===== src/rtl/ex_iter_divider.sv =====
// Iterative radix-2 restoring divide/remainder unit for the EX stage (RV32M DIV/DIVU/REM/REMU).
// Holds the pipeline front via stall_req while the quotient bits are produced one per cycle.
module ex_iter_divider #(
  parameter int unsigned WIDTH = 32
) (
  input  logic             clk,
  input  logic             rst_n,
  input  logic             start,
  input  logic [1:0]       op,
  input  logic [WIDTH-1:0] op_a,
  input  logic [WIDTH-1:0] op_b,
  input  logic             flush,
  output logic             stall_req,
  output logic             done,
  output logic [WIDTH-1:0] result
);

  localparam int unsigned CW = $clog2(WIDTH) + 1;
  localparam logic [WIDTH-1:0] MIN_NEG = {1'b1, {(WIDTH-1){1'b0}}};

  typedef enum logic [1:0] {IDLE, CALC, FIX, DONE} state_t;

  state_t           state_q, state_d;
  logic [CW-1:0]    cnt_q, cnt_d;
  logic [WIDTH-1:0] dvd_q, dvd_d;
  logic [WIDTH-1:0] rem_q, rem_d;
  logic [WIDTH-1:0] dsr_q, dsr_d;
  logic             neg_quo_q, neg_quo_d;
  logic             neg_rem_q, neg_rem_d;
  logic             is_rem_q, is_rem_d;
  logic             done_q, done_d;
  logic [WIDTH-1:0] result_q, result_d;

  logic             signed_op;
  logic [WIDTH-1:0] abs_a;
  logic [WIDTH-1:0] abs_b;
  logic [WIDTH:0]   rem_sh;
  logic [WIDTH:0]   diff;

  assign signed_op = ~op[0];
  assign abs_a     = (signed_op && op_a[WIDTH-1]) ? WIDTH'(-op_a) : op_a;
  assign abs_b     = (signed_op && op_b[WIDTH-1]) ? WIDTH'(-op_b) : op_b;
  assign rem_sh    = {rem_q, dvd_q[WIDTH-1]};
  assign diff      = rem_sh - {1'b0, dsr_q};

  // Reset gates stall_req so a held start cannot stall the pipe while in reset.
  assign stall_req = rst_n & ~flush &
                     (((state_q == IDLE) & start) | (state_q == CALC) | (state_q == FIX));
  assign done      = done_q;
  assign result    = result_q;

  always_ff @(posedge clk or negedge rst_n) begin
    if (!rst_n) begin
      state_q   <= IDLE;
      cnt_q     <= '0;
      dvd_q     <= '0;
      rem_q     <= '0;
      dsr_q     <= '0;
      neg_quo_q <= 1'b0;
      neg_rem_q <= 1'b0;
      is_rem_q  <= 1'b0;
      done_q    <= 1'b0;
      result_q  <= '0;
    end else begin
      state_q   <= state_d;
      cnt_q     <= cnt_d;
      dvd_q     <= dvd_d;
      rem_q     <= rem_d;
      dsr_q     <= dsr_d;
      neg_quo_q <= neg_quo_d;
      neg_rem_q <= neg_rem_d;
      is_rem_q  <= is_rem_d;
      done_q    <= done_d;
      result_q  <= result_d;
    end
  end

  always_comb begin
    state_d   = state_q;
    cnt_d     = cnt_q;
    dvd_d     = dvd_q;
    rem_d     = rem_q;
    dsr_d     = dsr_q;
    neg_quo_d = neg_quo_q;
    neg_rem_d = neg_rem_q;
    is_rem_d  = is_rem_q;
    done_d    = 1'b0;
    result_d  = result_q;

    if (flush) begin
      state_d = IDLE;
    end else begin
      unique case (state_q)
        IDLE: begin
          if (start) begin
            is_rem_d  = op[1];
            neg_quo_d = signed_op & (op_a[WIDTH-1] ^ op_b[WIDTH-1]);
            neg_rem_d = signed_op & op_a[WIDTH-1];
            dvd_d     = abs_a;
            dsr_d     = abs_b;
            rem_d     = '0;
            cnt_d     = CW'(WIDTH);
            if (op_b == '0) begin
              result_d = op[1] ? op_a : '1;
              done_d   = 1'b1;
              state_d  = DONE;
            end else if (signed_op && (op_a == MIN_NEG) && (&op_b)) begin
              result_d = op[1] ? '0 : MIN_NEG;
              done_d   = 1'b1;
              state_d  = DONE;
            end else begin
              state_d = CALC;
            end
          end
        end
        CALC: begin
          // Quotient bits shift into the dividend register as its bits are consumed.
          dvd_d = {dvd_q[WIDTH-2:0], ~diff[WIDTH]};
          rem_d = diff[WIDTH] ? rem_sh[WIDTH-1:0] : diff[WIDTH-1:0];
          cnt_d = cnt_q - CW'(1);
          if (cnt_q == CW'(1)) state_d = FIX;
        end
        FIX: begin
          if (is_rem_q) result_d = neg_rem_q ? WIDTH'(-rem_q) : rem_q;
          else          result_d = neg_quo_q ? WIDTH'(-dvd_q) : dvd_q;
          done_d  = 1'b1;
          state_d = DONE;
        end
        DONE: begin
          state_d = IDLE;
        end
        default: state_d = IDLE;
      endcase
    end
  end

endmodule


===== config.mk =====
export PLATFORM = sky130hd
export DESIGN_NAME = ex_iter_divider
export DESIGN_NICKNAME = d
export VERILOG_FILES = /design/src/rtl/ex_iter_divider.sv
export SDC_FILE = /design/constraint.sdc
export NUM_CORES = 1
export LEC_CHECK = 0
export ABC_AREA = 1
export BUFFER_PORTS_ARGS = -buffer_cell sky130_fd_sc_hd__buf_2
export CAP_MARGIN = 40
export CORE_MARGIN = 2
export CORE_UTILIZATION = 45
export CTS_CLUSTER_SIZE = 24
export DETAILED_ROUTE_END_ITERATION = 8
export HOLD_SLACK_MARGIN = 0.05
export RECOVER_POWER = 25
export SYNTH_ARGS = -nofsm -noshare
export SYNTH_HDL_FRONTEND = slang
export SYNTH_SLANG_ARGS = --single-unit
export TNS_END_PERCENT = 100

===== constraint.sdc =====
create_clock -name clk -period 2.8 [get_ports clk]
set_input_delay 0.42 -clock clk [delete_from_list [all_inputs] [get_ports clk]]
set_output_delay 0.42 -clock clk [all_outputs]
set_load 0.03 [all_outputs]

==> flow_summary.toml <==
[route]
post_drt_via_cell_ratio = 5.53
drt-total-wl_um = 50800
drtIter0Drc = 1751
wl_per_cell_um = 18.5
ant_nets = 0
drc = 0
vias = 15200
drt_first_pass_iters = 6

[final_layout]
nFillCells = 3176
seq_area_mm2 = 0.00350
utilization_pct = 51.4
n_antenna_cell = 0
drive_gt1_share_pct = 9.90
layout.nets = 2463
layout_commonest_cell = "nand2_1"
syn_to_final_growth_pct = 13.0
layout_common_cells = "nand2_1 (772), nand3_1 (287), inv_1 (282), nor2_1 (205), dfrtp_1 (140)"
multi_input_area_mm2 = 0.00843

[sta]
slew_headroom_pct = 2.09
finalSetupViolations = 0
final.period_utilization_pct = 91.9
min_period_ps = 2570
final_hold_viol_count = 0
slew_viol_final = 0
fin_worst_hold_slack_ps = 190
fin_setup_tns_ps = 0
skew_ps = 14.4
tightestPinTransition_ps = 1470
grt_setup_unrepaired = "false"
fmax_ghz = 0.388

[global_route]
antenna_found_initial = 0
use_met3_pct = 8.05
gr-usage-met1_pct = 49.5
grt_pass1_wl_um = 78200
busiest_layer = "met1"
grt_max_degree = 60
grt_overflow = 0
grt_use_total_pct = 33.0
grt_pass1_vias = 13700
met2_usage_pct = 46.7

[floorplanning]
die_w_um = 176
ios = 104
die_area_mm2 = 0.0311
chipHeight_um = 176
start_util_pct = 45.4
core_area_mm2 = 0.0294
rows = 63

[clock_tree]
cts_root_buf = "clkbuf_16"
cts.sinks = 140
numCtsBuffers = 17
cts_max_path_buffers = 2
cts_tree = "done"
clock_latency_ps = 460
path_clk_slew_ps = 70
htree_levels = 4

[logic_synthesis]
avgSynthCellArea_um2 = 5.95
syn_area_mm2 = 0.0134
synth_compound_gate_area_share_pct = 10.5
synth-simple-area-share_pct = 44.6
ys_seq_elements = 140
synthMuxAreaShare_pct = 0
synth_top_family_by_area = "simple AND/OR/NAND/NOR gates"
syn_nets = 2359
ys_types = 45
synthCells = 2246
yosys.area_share.adder_pct = 4.08
ys_warn_count = 0
synth.area.top_cells = "dfrtp_1 (26%), nand2_1 (22%), nand3_1 (11%), inv_1 (7.9%), nor2_1 (5.8%)"
yosysSeqAreaShare_pct = 26.2
yosysTopAreaCellShare_pct = 26.2
synth_xor_area_share_pct = 3.67
synth_top_area_cell = "dfrtp_1"

[placed_design]
dp_hpwl_um = 41000
gp_congestion = 0.983
io_buffers = 103

[setup_path]
r2r_end = "rem_q[9]"
critPathArrivalTime_ps = 2960
critPathLaunchType = "flip-flop"
end_kind = "flip-flop"
worst-path-max-fanout = 10
r2r-start = "dvd_q[31]"
crit_type = "flip-flop to flip-flop"
crit_required_ps = 3190
reg2reg_depth = 17
r2r_slack_ps = 230

[power_and_ir_drop]
cellPowerDensity_mw_per_mm2 = 822
ir_worst_vdd_uv = 509
p_leak_nw = 8.23

[run]
drv_cap = 0

[min_path]
hold_depth = 2
min_path_type = "input pin to flip-flop"
hold_path_end = "done"
min_from = "flush"

[outcome]
status = "finished, final reports clean"
==> logic make-up after synthesis <==
logic type                 after synthesis
AOI/OAI and AO/OA                      245
xor gates and xnor gates                56
adders and majority gates               43
buffers and inverters                  367
DFF                                    140
and+or+nand+nor                       1395
==> worst max-delay path, stage by stage, from the launching register on <==
cell and delay (ps):
dfrtp_1 390, inv_1 110, ha_1 240, fa_1 390, inv_1 100, nand2_1 80
nand2_1 110, nand3_1 90, nand2_2 130, nand2_2 70, nand2_2 80, nand2_4 80
nand2_4 80, nand2_2 110, buf_4 210, nand3_1 80, nand3_1 90, nand2_1 70
==> Yosys cell counts, drive strengths merged <==
master / instances
o21ai: 111
o221ai: 14
a22o: 1
dfrtp: 140
clkbuf: 44
clkinv: 3
o31ai: 1
nand2: 783
nor3: 20
a21boi: 2
or2: 5
xor2: 46
o311ai: 1
fa: 1
o21bai: 16
inv: 289
buf: 31
nand4: 49
nand3: 292
nor4: 3
nor2: 219
o22ai: 16
a21oi: 68
a21o: 2
o211ai: 8
and2: 5
xnor2: 10
nand3b: 17
ha: 42
and3: 2
a31oi: 5
==> sequential cells by signal, indices dropped and copies added, names as in the netlist, 2 cells and up <==
signal,cells
dsr_q,32
cnt_q,6
rem_q,32
dvd_q,32
result,32
state_q,2
==> what timing repair did <==
item,in CTS,in global routing
endpoints found under the setup margin,0,33
gates resized for setup,0,6
buffers inserted,0,3
hold buffers,1,0
endpoints found under the hold margin,34,0
==> metal layers <==
layer  vias up  part of all wire (%)  routed length [µm]
met1      7024                    48               24200
met3        58                   9.9                5030
met5         -                     0                   0
li1       7432                     -                   -
met4         0                   2.2                1110
met2       704                    40               20600
==> final cells by class <==
cell class	count	area share, %
timing repair buffer	160	6.41
inverter	292	7.28
sequential	140	23.2
clock buffer	19	2.93
multi-input combinational	1739	55.9
tap	390	3.23
clock inverter	13	1.08
==> power by group <==
| part | internal (W) | switching, W |
|---|---|---|
| Combinational | 0.00201 | 0.00472 |
| Clock | 0.00143 | 0.000980 |
| Sequential | 0.00267 | 0.000599 |
==> stage by stage <==
| stage | std cells | setup slack (ps) | total power (W) | area [µm²] |
|---|---|---|---|---|
| global route | 2753 | 14.1 | 0.0132 | 15100 |
| CTS | 2750 | 140 | 0.0122 | 15100 |
| floorplan | 2246 | 577 | 0.00767 | 13400 |
| detailed placement | 2717 | 156 | 0.00980 | 14400 |
| finish | 2753 | 226 | 0.0124 | 15100 |
| global placement | 2716 | 191 | 0.00976 | 14400 |
==> worst max-delay path by stage <==
stage / startpoint / endpoint / slack [ps] / cells after the start
after floorplan: dvd_q[31] / rem_q[19] / 580 / 18
after global placement: rem_q[0] / rem_q[29] / 190 / 15
final: dvd_q[31] / rem_q[9] / 230 / 17
after CTS: dvd_q[31] / rem_q[30] / 140 / 16
after detailed placement: dvd_q[31] / rem_q[29] / 160 / 16
after global routing: dvd_q[31] / rem_q[24] / 10 / 18
Note: power is estimated with default switching activity, not from simulation.
